--- src/rtl/time_date_counter_if.sv ---
// Calendar-stage bus: day-carry and set-date requests in, current date and pulses out.
// master drives requests (hour stage / set-time path); slave is the calendar counter.
interface time_date_counter_if #(
  parameter int YEAR_W = 7
);
  logic              cout_day;
  logic              set_date_en;
  logic [4:0]        set_day;
  logic [3:0]        set_month;
  logic [YEAR_W-1:0] set_year;
  logic [2:0]        set_wday;
  logic [4:0]        out_day;
  logic [3:0]        out_month;
  logic [YEAR_W-1:0] out_year;
  logic [2:0]        out_wday;
  logic              cout_year;
  logic              set_err;

  // Request signals are single-cycle qualifiers: the counter samples them on every
  // clk edge, with no ready/back-pressure; the load request takes priority over cout_day.
  modport master (
    output cout_day, set_date_en, set_day, set_month, set_year, set_wday,
    input  out_day, out_month, out_year, out_wday, cout_year, set_err
  );

  modport slave (
    input  cout_day, set_date_en, set_day, set_month, set_year, set_wday,
    output out_day, out_month, out_year, out_wday, cout_year, set_err
  );
endinterface

--- src/rtl/time_date_counter.sv ---
// Day/month/year (2000-2099 as offset) and day-of-week counter driven by the hour
// stage's day-carry, with a validated synchronous date load and a year-carry pulse.
module time_date_counter #(
   parameter int         YEAR_W   = 7,
   parameter logic [2:0] RST_WDAY = 3'd6
) (
   input  logic                 clk,
   input  logic                 rst,
   time_date_counter_if.slave   bus
);

   localparam logic [YEAR_W-1:0] YEAR_MAX = YEAR_W'(99);

   logic [4:0]        day_q,   day_n;
   logic [3:0]        month_q, month_n;
   logic [YEAR_W-1:0] year_q,  year_n;
   logic [2:0]        wday_q,  wday_n;
   logic              cout_year_q, cout_year_n;
   logic              set_err_q,   set_err_n;
   logic [4:0]        cur_dim;
   logic [4:0]        set_dim;
   logic              load_ok;

   // Year offsets share 2000's leap phase, so year[1:0]==0 is exact across the century.
   function automatic logic [4:0] days_in_month(input logic [3:0] m,
                                                input logic [YEAR_W-1:0] y);
      logic [4:0] d;
      case (m)
         4'd4, 4'd6, 4'd9, 4'd11: d = 5'd30;
         4'd2:                    d = (y[1:0] == 2'b00) ? 5'd29 : 5'd28;
         default:                 d = 5'd31;
      endcase
      return d;
   endfunction

   assign cur_dim = days_in_month(month_q, year_q);
   assign set_dim = days_in_month(bus.set_month, bus.set_year);

   assign load_ok = (bus.set_month >= 4'd1) && (bus.set_month <= 4'd12) &&
                    (bus.set_day >= 5'd1)   && (bus.set_day <= set_dim)   &&
                    (bus.set_year <= YEAR_MAX) && (bus.set_wday <= 3'd6);

   always_comb begin
      day_n       = day_q;
      month_n     = month_q;
      year_n      = year_q;
      wday_n      = wday_q;
      cout_year_n = 1'b0;
      set_err_n   = 1'b0;
      if (bus.set_date_en) begin
         // A load, valid or not, swallows any day-carry arriving in the same cycle.
         if (load_ok) begin
            day_n   = bus.set_day;
            month_n = bus.set_month;
            year_n  = bus.set_year;
            wday_n  = bus.set_wday;
         end else begin
            set_err_n = 1'b1;
         end
      end else if (bus.cout_day) begin
         wday_n = (wday_q >= 3'd6) ? 3'd0 : wday_q + 3'd1;
         if (day_q < cur_dim) begin
            day_n = day_q + 5'd1;
         end else begin
            day_n = 5'd1;
            if (month_q < 4'd12) begin
               month_n = month_q + 4'd1;
            end else begin
               month_n     = 4'd1;
               year_n      = (year_q >= YEAR_MAX) ? '0 : year_q + YEAR_W'(1);
               cout_year_n = 1'b1;
            end
         end
      end
   end

   always_ff @(posedge clk) begin
      if (rst) begin
         day_q       <= 5'd1;
         month_q     <= 4'd1;
         year_q      <= '0;
         wday_q      <= RST_WDAY;
         cout_year_q <= 1'b0;
         set_err_q   <= 1'b0;
      end else begin
         day_q       <= day_n;
         month_q     <= month_n;
         year_q      <= year_n;
         wday_q      <= wday_n;
         cout_year_q <= cout_year_n;
         set_err_q   <= set_err_n;
      end
   end

   assign bus.out_day   = day_q;
   assign bus.out_month = month_q;
   assign bus.out_year  = year_q;
   assign bus.out_wday  = wday_q;
   assign bus.cout_year = cout_year_q;
   assign bus.set_err   = set_err_q;

endmodule
--- src/flat_wrapper.sv ---
// flat-port wrapper written by rule: the top's interface ports become plain ports
module time_date_counter_flat 
#(
   parameter int         YEAR_W   = 7,
   parameter logic [2:0] RST_WDAY = 3'd6
)
  (clk, rst, bus_cout_day, bus_set_date_en, bus_set_day, bus_set_month, bus_set_year, bus_set_wday, bus_out_day, bus_out_month, bus_out_year, bus_out_wday, bus_cout_year, bus_set_err);
  time_date_counter_if #(.YEAR_W(YEAR_W)) bus_i ();
  input  logic clk;
  input  logic rst;
  input wire logic [$bits(bus_i.cout_day)-1:0] bus_cout_day;
  input wire logic [$bits(bus_i.set_date_en)-1:0] bus_set_date_en;
  input wire logic [$bits(bus_i.set_day)-1:0] bus_set_day;
  input wire logic [$bits(bus_i.set_month)-1:0] bus_set_month;
  input wire logic [$bits(bus_i.set_year)-1:0] bus_set_year;
  input wire logic [$bits(bus_i.set_wday)-1:0] bus_set_wday;
  output wire logic [$bits(bus_i.out_day)-1:0] bus_out_day;
  output wire logic [$bits(bus_i.out_month)-1:0] bus_out_month;
  output wire logic [$bits(bus_i.out_year)-1:0] bus_out_year;
  output wire logic [$bits(bus_i.out_wday)-1:0] bus_out_wday;
  output wire logic [$bits(bus_i.cout_year)-1:0] bus_cout_year;
  output wire logic [$bits(bus_i.set_err)-1:0] bus_set_err;
  assign bus_i.cout_day = bus_cout_day;
  assign bus_i.set_date_en = bus_set_date_en;
  assign bus_i.set_day = bus_set_day;
  assign bus_i.set_month = bus_set_month;
  assign bus_i.set_year = bus_set_year;
  assign bus_i.set_wday = bus_set_wday;
  assign bus_out_day = bus_i.out_day;
  assign bus_out_month = bus_i.out_month;
  assign bus_out_year = bus_i.out_year;
  assign bus_out_wday = bus_i.out_wday;
  assign bus_cout_year = bus_i.cout_year;
  assign bus_set_err = bus_i.set_err;
  time_date_counter #(.YEAR_W(YEAR_W), .RST_WDAY(RST_WDAY)) u_core (.clk(clk), .rst(rst), .bus(bus_i));
endmodule
--- config.mk ---
export PLATFORM = sky130hd
export DESIGN_NAME = time_date_counter_flat
export DESIGN_NICKNAME = d
export VERILOG_FILES = /design/src/rtl/time_date_counter_if.sv /design/src/rtl/time_date_counter.sv /design/src/flat_wrapper.sv
export SDC_FILE = /design/constraint.sdc
export NUM_CORES = 1
export LEC_CHECK = 0
export CAP_MARGIN = 20
export CORE_MARGIN = 8
export CORE_UTILIZATION = 43
export DETAILED_ROUTE_END_ITERATION = 7
export GPL_ROUTABILITY_DRIVEN = 0
export PLACE_DENSITY = 0.76
export SLEW_MARGIN = 40
export SYNTH_ARGS = -nofsm -noshare
export SYNTH_HDL_FRONTEND = slang
export SYNTH_SLANG_ARGS = --single-unit
--- constraint.sdc ---
create_clock -name clk -period 2.23 [get_ports clk]
set_input_delay 0.3345 -clock clk [delete_from_list [all_inputs] [get_ports clk]]
set_output_delay 0.3345 -clock clk [all_outputs]
set_load 0.005 [all_outputs]
Word-level counts from Yosys, hierarchy flattened
Cells that the tools add are included.

Register bits after elaboration: 21. Input port bits: 23. Output and inout port bits: 21.

$add $sub $neg: 4. $lt $le $gt $ge: 10. Equality and inequality tests: 13. Mux-type cells: 25. Bitwise logic cells: 2. Reduce and logical (&&, ||, !) cells: 15.

Operators with widths (count): $mux W7 (6); $mux W4 (5); $mux W5 (4); $pmux W5 S2 (2); $eq A4 B3 Y1 const B (4); $eq A4 B4 Y1 const B (4); $mux W3 (4); $reduce_or A4 Y1 (3); $eq A4 B2 Y1 const B (2); $add A7 B1 Y7 const B (1); $ge A7 B7 Y1 const B (1); $le A7 B7 Y1 const B (1); $add A5 B1 Y5 const B (1); $ge A5 B1 Y1 const B (1); $le A5 B5 Y1 (1); $logic_and A1 B1 Y1 (5); $lt A5 B5 Y1 (1); $add A4 B1 Y4 const B (1); $ge A4 B1 Y1 const B (1); $le A4 B4 Y1 const B (1); $logic_not A2 Y1 (2); $lt A4 B4 Y1 const B (1); $mux W1 (4); $ne A2 B2 Y1 const B (2); 10 further kinds (11).

Longest topological paths before layout
Word-level depth: 9. Gate-level depth with buffers: 11.

Least setup slack after synthesis
OpenSTA, ideal clock, no wires.

Path type: register to register. From: register u_core.month_q[0] (netlist: u_core.bus.out_month[0]). To: register u_core.year_q[3] (netlist: u_core.bus.out_year[3]). Library setup time: 0.134 ns. Data arrival time: 2.373 ns. Required time: 2.096 ns. Slack: -0.277 ns. Cell stages (with the launch flop): 11. Path buffers: 1. Path through: dfxtp_1 inv_1 ha_1 nor3b_1 ha_1 o2111ai_1 or4_1 buf_2 a21boi_4 a221oi_1 a211oi_1.

Longest elaborated chain between the ends: 6.

RTL lines: start, declared (line time_date_counter.sv:15) `logic [3:0] month_q, month_n;`; start signal, assigned (line time_date_counter.sv:87) `month_q <= month_n;`; $eq A4 B3 Y1 or $eq A4 B4 Y1 (tied branches) (line time_date_counter.sv:28) `case (m)`; $reduce_or A4 Y1 (line time_date_counter.sv:28); $pmux W5 S2 (line time_date_counter.sv:28); $lt A5 B5 Y1 (line time_date_counter.sv:62) `if (day_q < cur_dim) begin`; $ne A2 B2 Y1 (no source line); $reduce_and A4 Y1 (no source line) (*); end signal, assigned (line time_date_counter.sv:88) `year_q <= year_n;`; end, declared (line time_date_counter.sv:16) `logic [YEAR_W-1:0] year_q, year_n;`.

Every way passes the cells marked *; elsewhere a longest branch is shown, timed or not. A chain may end at the register's enable or synchronous reset.

Final worst setup path
From: register u_core.month_q[0] (netlist: u_core.bus.out_month[0]). To: register u_core.year_q[1] (netlist: u_core.bus.out_year[1]).

Same word-level chain as after synthesis.

==> summary.json <==
{
  "outcome": {
    "outcome": "complete, but fails checks",
    "violations": "negative setup slack"
  },
  "critical_path": {
    "setup_crit_start": "u_core.bus.out_month[0]",
    "endpoint_arrival_time_on_the_critical_path_ps": 2440,
    "regToRegStartpoint": "u_core.bus.out_month[0]",
    "worstSetupPathType": "reg2reg",
    "critical-path-top-cell-by-count": "sky130_fd_sc_hd__ha_4",
    "ff2ff_setup_slack_ps": -9,
    "timing.critical_path.fanout_max": 5,
    "timing.critical_path.slowest_stage_cell": "sky130_fd_sc_hd__or4_4",
    "cp-end-kind": "flop",
    "crit_path_start_kind": "flop",
    "crit_end": "u_core.bus.out_year[1]",
    "worstPathCellList": "inv_4 > ha_4 > nor3b_4 > ha_4 > o2111ai_4 > or4_4 > a21boi_4 > buf_12 > a211oi_2 > a211oi_1",
    "critical_path_cell_count": 10,
    "rr_worst_depth": 10,
    "worst_r2r_endpoint": "u_core.bus.out_year[1]",
    "cp_num_buf_inv": 2,
    "timing.critical_path.slowest_cell_delay_ps": 450,
    "critPathTopFamily": "simple AND/OR/NAND/NOR gates",
    "worst_path_required_time_ps": 2430
  },
  "cells_and_area": {
    "post_route_cells_drive_above_1_share_pct": 32.60,
    "ff_latch_area_um2": 425.4,
    "area_growth_pct": 66.29,
    "fin_cells": 319,
    "final_net_count": 308,
    "antenna_diodes": 0,
    "layout.filler_cells": 247,
    "multi_input_comb_area_um2": 1210,
    "stdcell_area_um2": 2555
  },
  "clock_network": {
    "tritoncts.num_buffers": 3,
    "clock_tree_from_tritoncts": "yes",
    "holdBufCountCts": 0,
    "cts.htree.levels": 1,
    "clockBufferDepth": 2,
    "clk_pin_slew_worst_paths_ps": 120,
    "clock_sinks": 21,
    "clock-root-buffer": "sky130_fd_sc_hd__clkbuf_4",
    "worstSkewPairLatency_ps": 300
  },
  "power_and_ir_drop": {
    "power_leakage_nw": 1.016,
    "worst_ir_drop_vdd_mv": 0.3300,
    "power_density_nw_per_um2": 435.8
  },
  "timing": {
    "final.setup_skew_ps": 3.380,
    "timing.slew.headroom_pct": 54.83,
    "grt_setup_unrepaired": "true",
    "fin_setup_tns_ps": -16.24,
    "fmax_ghz": 0.4467,
    "layout_setup_ws_ps": -8.535,
    "period_minus_slack_ps": 2239,
    "finalHoldViolCount": 0,
    "setup_viol": 2,
    "fin_hold_ws_ps": 507.4,
    "timing_max_transition_violations_final": 0,
    "layout_worst_path_cycle_share_pct": 100.4,
    "worst_slew_pin_slew_ps": 675.4
  },
  "global_route": {
    "gr-usage-all-layers_pct": 18.56,
    "global_route_wire_length_before_repair_um": 8355,
    "grt_remaining_overflow": 0,
    "number_of_global_route_vias_before_repair": 1788,
    "antenna_violations_before_repair": 0,
    "largest_net_degree_at_the_start_of_global_routing": 28
  },
  "logic_synthesis": {
    "synth_top_cell_area_share_pct": 27.36,
    "synth_seq_cells": 21,
    "syn_nets": 224,
    "yosysUniqueCellTypes": 49,
    "synth_sequential_area_ratio_pct": 27.36,
    "syn-mean-instance-area_um2": 8.087,
    "yosysWarningCount": 0,
    "syn-instance-count": 190,
    "synthDominantAreaCellType": "sky130_fd_sc_hd__dfxtp_1",
    "synth.cell_area_um2": 1536,
    "post_synth_main_area_contributors": "sky130_fd_sc_hd__dfxtp_1 (27%), sky130_fd_sc_hd__ha_1 (9.0%), sky130_fd_sc_hd__nor2_1 (4.6%), sky130_fd_sc_hd__a221oi_1 (4.0%), sky130_fd_sc_hd__a211oi_1 (3.4%)"
  },
  "place": {
    "post-place-cells": 307,
    "numPortBuffers": 43,
    "placement.cell_area_um2": 2312,
    "detailed_place_hpwl_um": 3682,
    "dpl_worst_slack_ps": -797.1
  },
  "floorplanning": {
    "core_area_um2": 3390,
    "core.rowCount": 21,
    "chipWidth_um": 75.78,
    "chipHeight_um": 75.78,
    "die-area_um2": 5742,
    "initial_utilization_pct": 45.33,
    "num_io_pins": 44
  },
  "detailed_routing": {
    "detailroute.via_count": 1806,
    "routed_wire_length_per_instance_um": 16.07,
    "dr.pass1.iters": 4,
    "finalWirelength_um": 5127,
    "antenna_violating_nets_post_route": 0,
    "drc_errors": 0,
    "detail_route.vias_per_cell": 5.661,
    "drtIter0Drc": 122
  },
  "job": {
    "cap_viol_max_count": 0
  },
  "worst_hold_path": {
    "worst_hold_path_cells": 4,
    "min-delay-path-class": "in2reg"
  }
}
-- power by group --
| part | switching (mW) | internal (mW) |
|---|---|---|
| sequential | 0.0485 | 0.408 |
| combinational | 0.209 | 0.259 |
| clock | 0.119 | 0.0697 |
| total | 0.376 | 0.737 |
-- how the worst min path moves through the flow --
stage,to,start
CTS,u_core.bus.out_year[0],u_core.bus.out_year[0]
floorplan,u_core.bus.out_year[5],bus_set_year[5]
detailed placement,u_core.bus.out_year[0],u_core.bus.out_year[0]
global route,u_core.bus.out_year[0],bus_set_year[0]
global placement,u_core.bus.out_year[0],u_core.bus.out_year[0]
finish,u_core.bus.out_year[0],bus_set_year[0]
-- Yosys cell counts (all sizes together) --
library cell and count:
nor2b 3, or4 2, nand3b 3, o21ai 7
a211o 2, o2111ai 1, and3 1, or2 1
or3 1, dfxtp 21, a21o 1, inv 11
nand2b 1, ha 11, nor4 3, a31oi 6
o311ai 1, a21boi 2, nand3 8, nand4 3
a2111oi 2, a211oi 8, nor2 19, and2 1
a2bb2oi 1, o21bai 2, a32oi 2, buf 4
a221oi 7, nor4b 2, clkbuf 6, nor3 9
o21a 2, nand2 14, xnor2 1, o31a 1
and4b 1, mux2i 5, nor3b 3, o211ai 1
a21oi 10
-- worst reg2reg max path, cell delays in order (launching register included) --
cell	delay (ps)
sky130_fd_sc_hd__dfxtp_4	380
sky130_fd_sc_hd__inv_4	40
sky130_fd_sc_hd__ha_4	150
sky130_fd_sc_hd__nor3b_4	150
sky130_fd_sc_hd__ha_4	270
sky130_fd_sc_hd__o2111ai_4	120
sky130_fd_sc_hd__or4_4	450
sky130_fd_sc_hd__a21boi_4	190
sky130_fd_sc_hd__buf_12	170
sky130_fd_sc_hd__a211oi_2	150
sky130_fd_sc_hd__a211oi_1	70
-- cell families (layout without fill, tap and decap cells) --
family	count (synthesis)	in the layout	synth area share, %
flip-flops	21	21	27.36
AO/OA/AOI/OAI	56	57	29.15
XOR/XNOR	1	1	0.5701
buffers and inverters	21	103	5.700
multiplexers	5	5	3.257
AND/OR/NAND/NOR	75	75	25.00
adder cells (fa/ha/maj)	11	11	8.958
-- placed cells by master (no fill, tap or decap), types with 6 or more instances in the layout --
cell	count
sky130_fd_sc_hd__buf_4	38
sky130_fd_sc_hd__clkdlybuf4s50_1	36
sky130_fd_sc_hd__dfxtp_1	19
sky130_fd_sc_hd__nor2_1	18
sky130_fd_sc_hd__nand2_1	13
sky130_fd_sc_hd__inv_1	9
sky130_fd_sc_hd__nor3_1	9
sky130_fd_sc_hd__ha_1	9
sky130_fd_sc_hd__nand3_1	8
sky130_fd_sc_hd__a21oi_1	7
sky130_fd_sc_hd__clkbuf_2	6
-- sequential cells by signal, summed over array words and instances (netlist names) --
register / cells
u_core.bus.out_day: 5
u_core.bus.set_err: 1
u_core.bus.out_year: 7
u_core.bus.cout_year: 1
u_core.bus.out_wday: 3
u_core.bus.out_month: 4
-- routing by layer --
metal,track usage (%),vias up,part of all wire [%]
li1,-,887,-
met1,23.47,861,45
met2,32.41,54,49
met3,2.237,4,5.5
met4,4.051,0,0.51
met5,0,-,0
-- stage by stage --
step	util, %	power [mW]
3_3_place_gp	68.22	0.8519
5_1_grt	75.38	1.179
2_1_floorplan	-	0.6403
4_1_cts	74.79	1.099
6_report	75.38	1.114
3_5_place_dp	68.22	0.8603
-- final cells by class --
type                       count  area share [%]
tap                           46           2.253
sequential                    21           16.65
clock buffer                   4           1.028
timing repair buffer          88           31.00
inverter                      11           1.714
multi-input combinational    149           47.36
-- repair_timing --
item,CTS,global route
resized for setup,37,19
endpoints found under the setup margin,19,18
cloned,2,0
pin swaps,17,8
setup buffers,6,1
(Power assumes the default switching activity.)
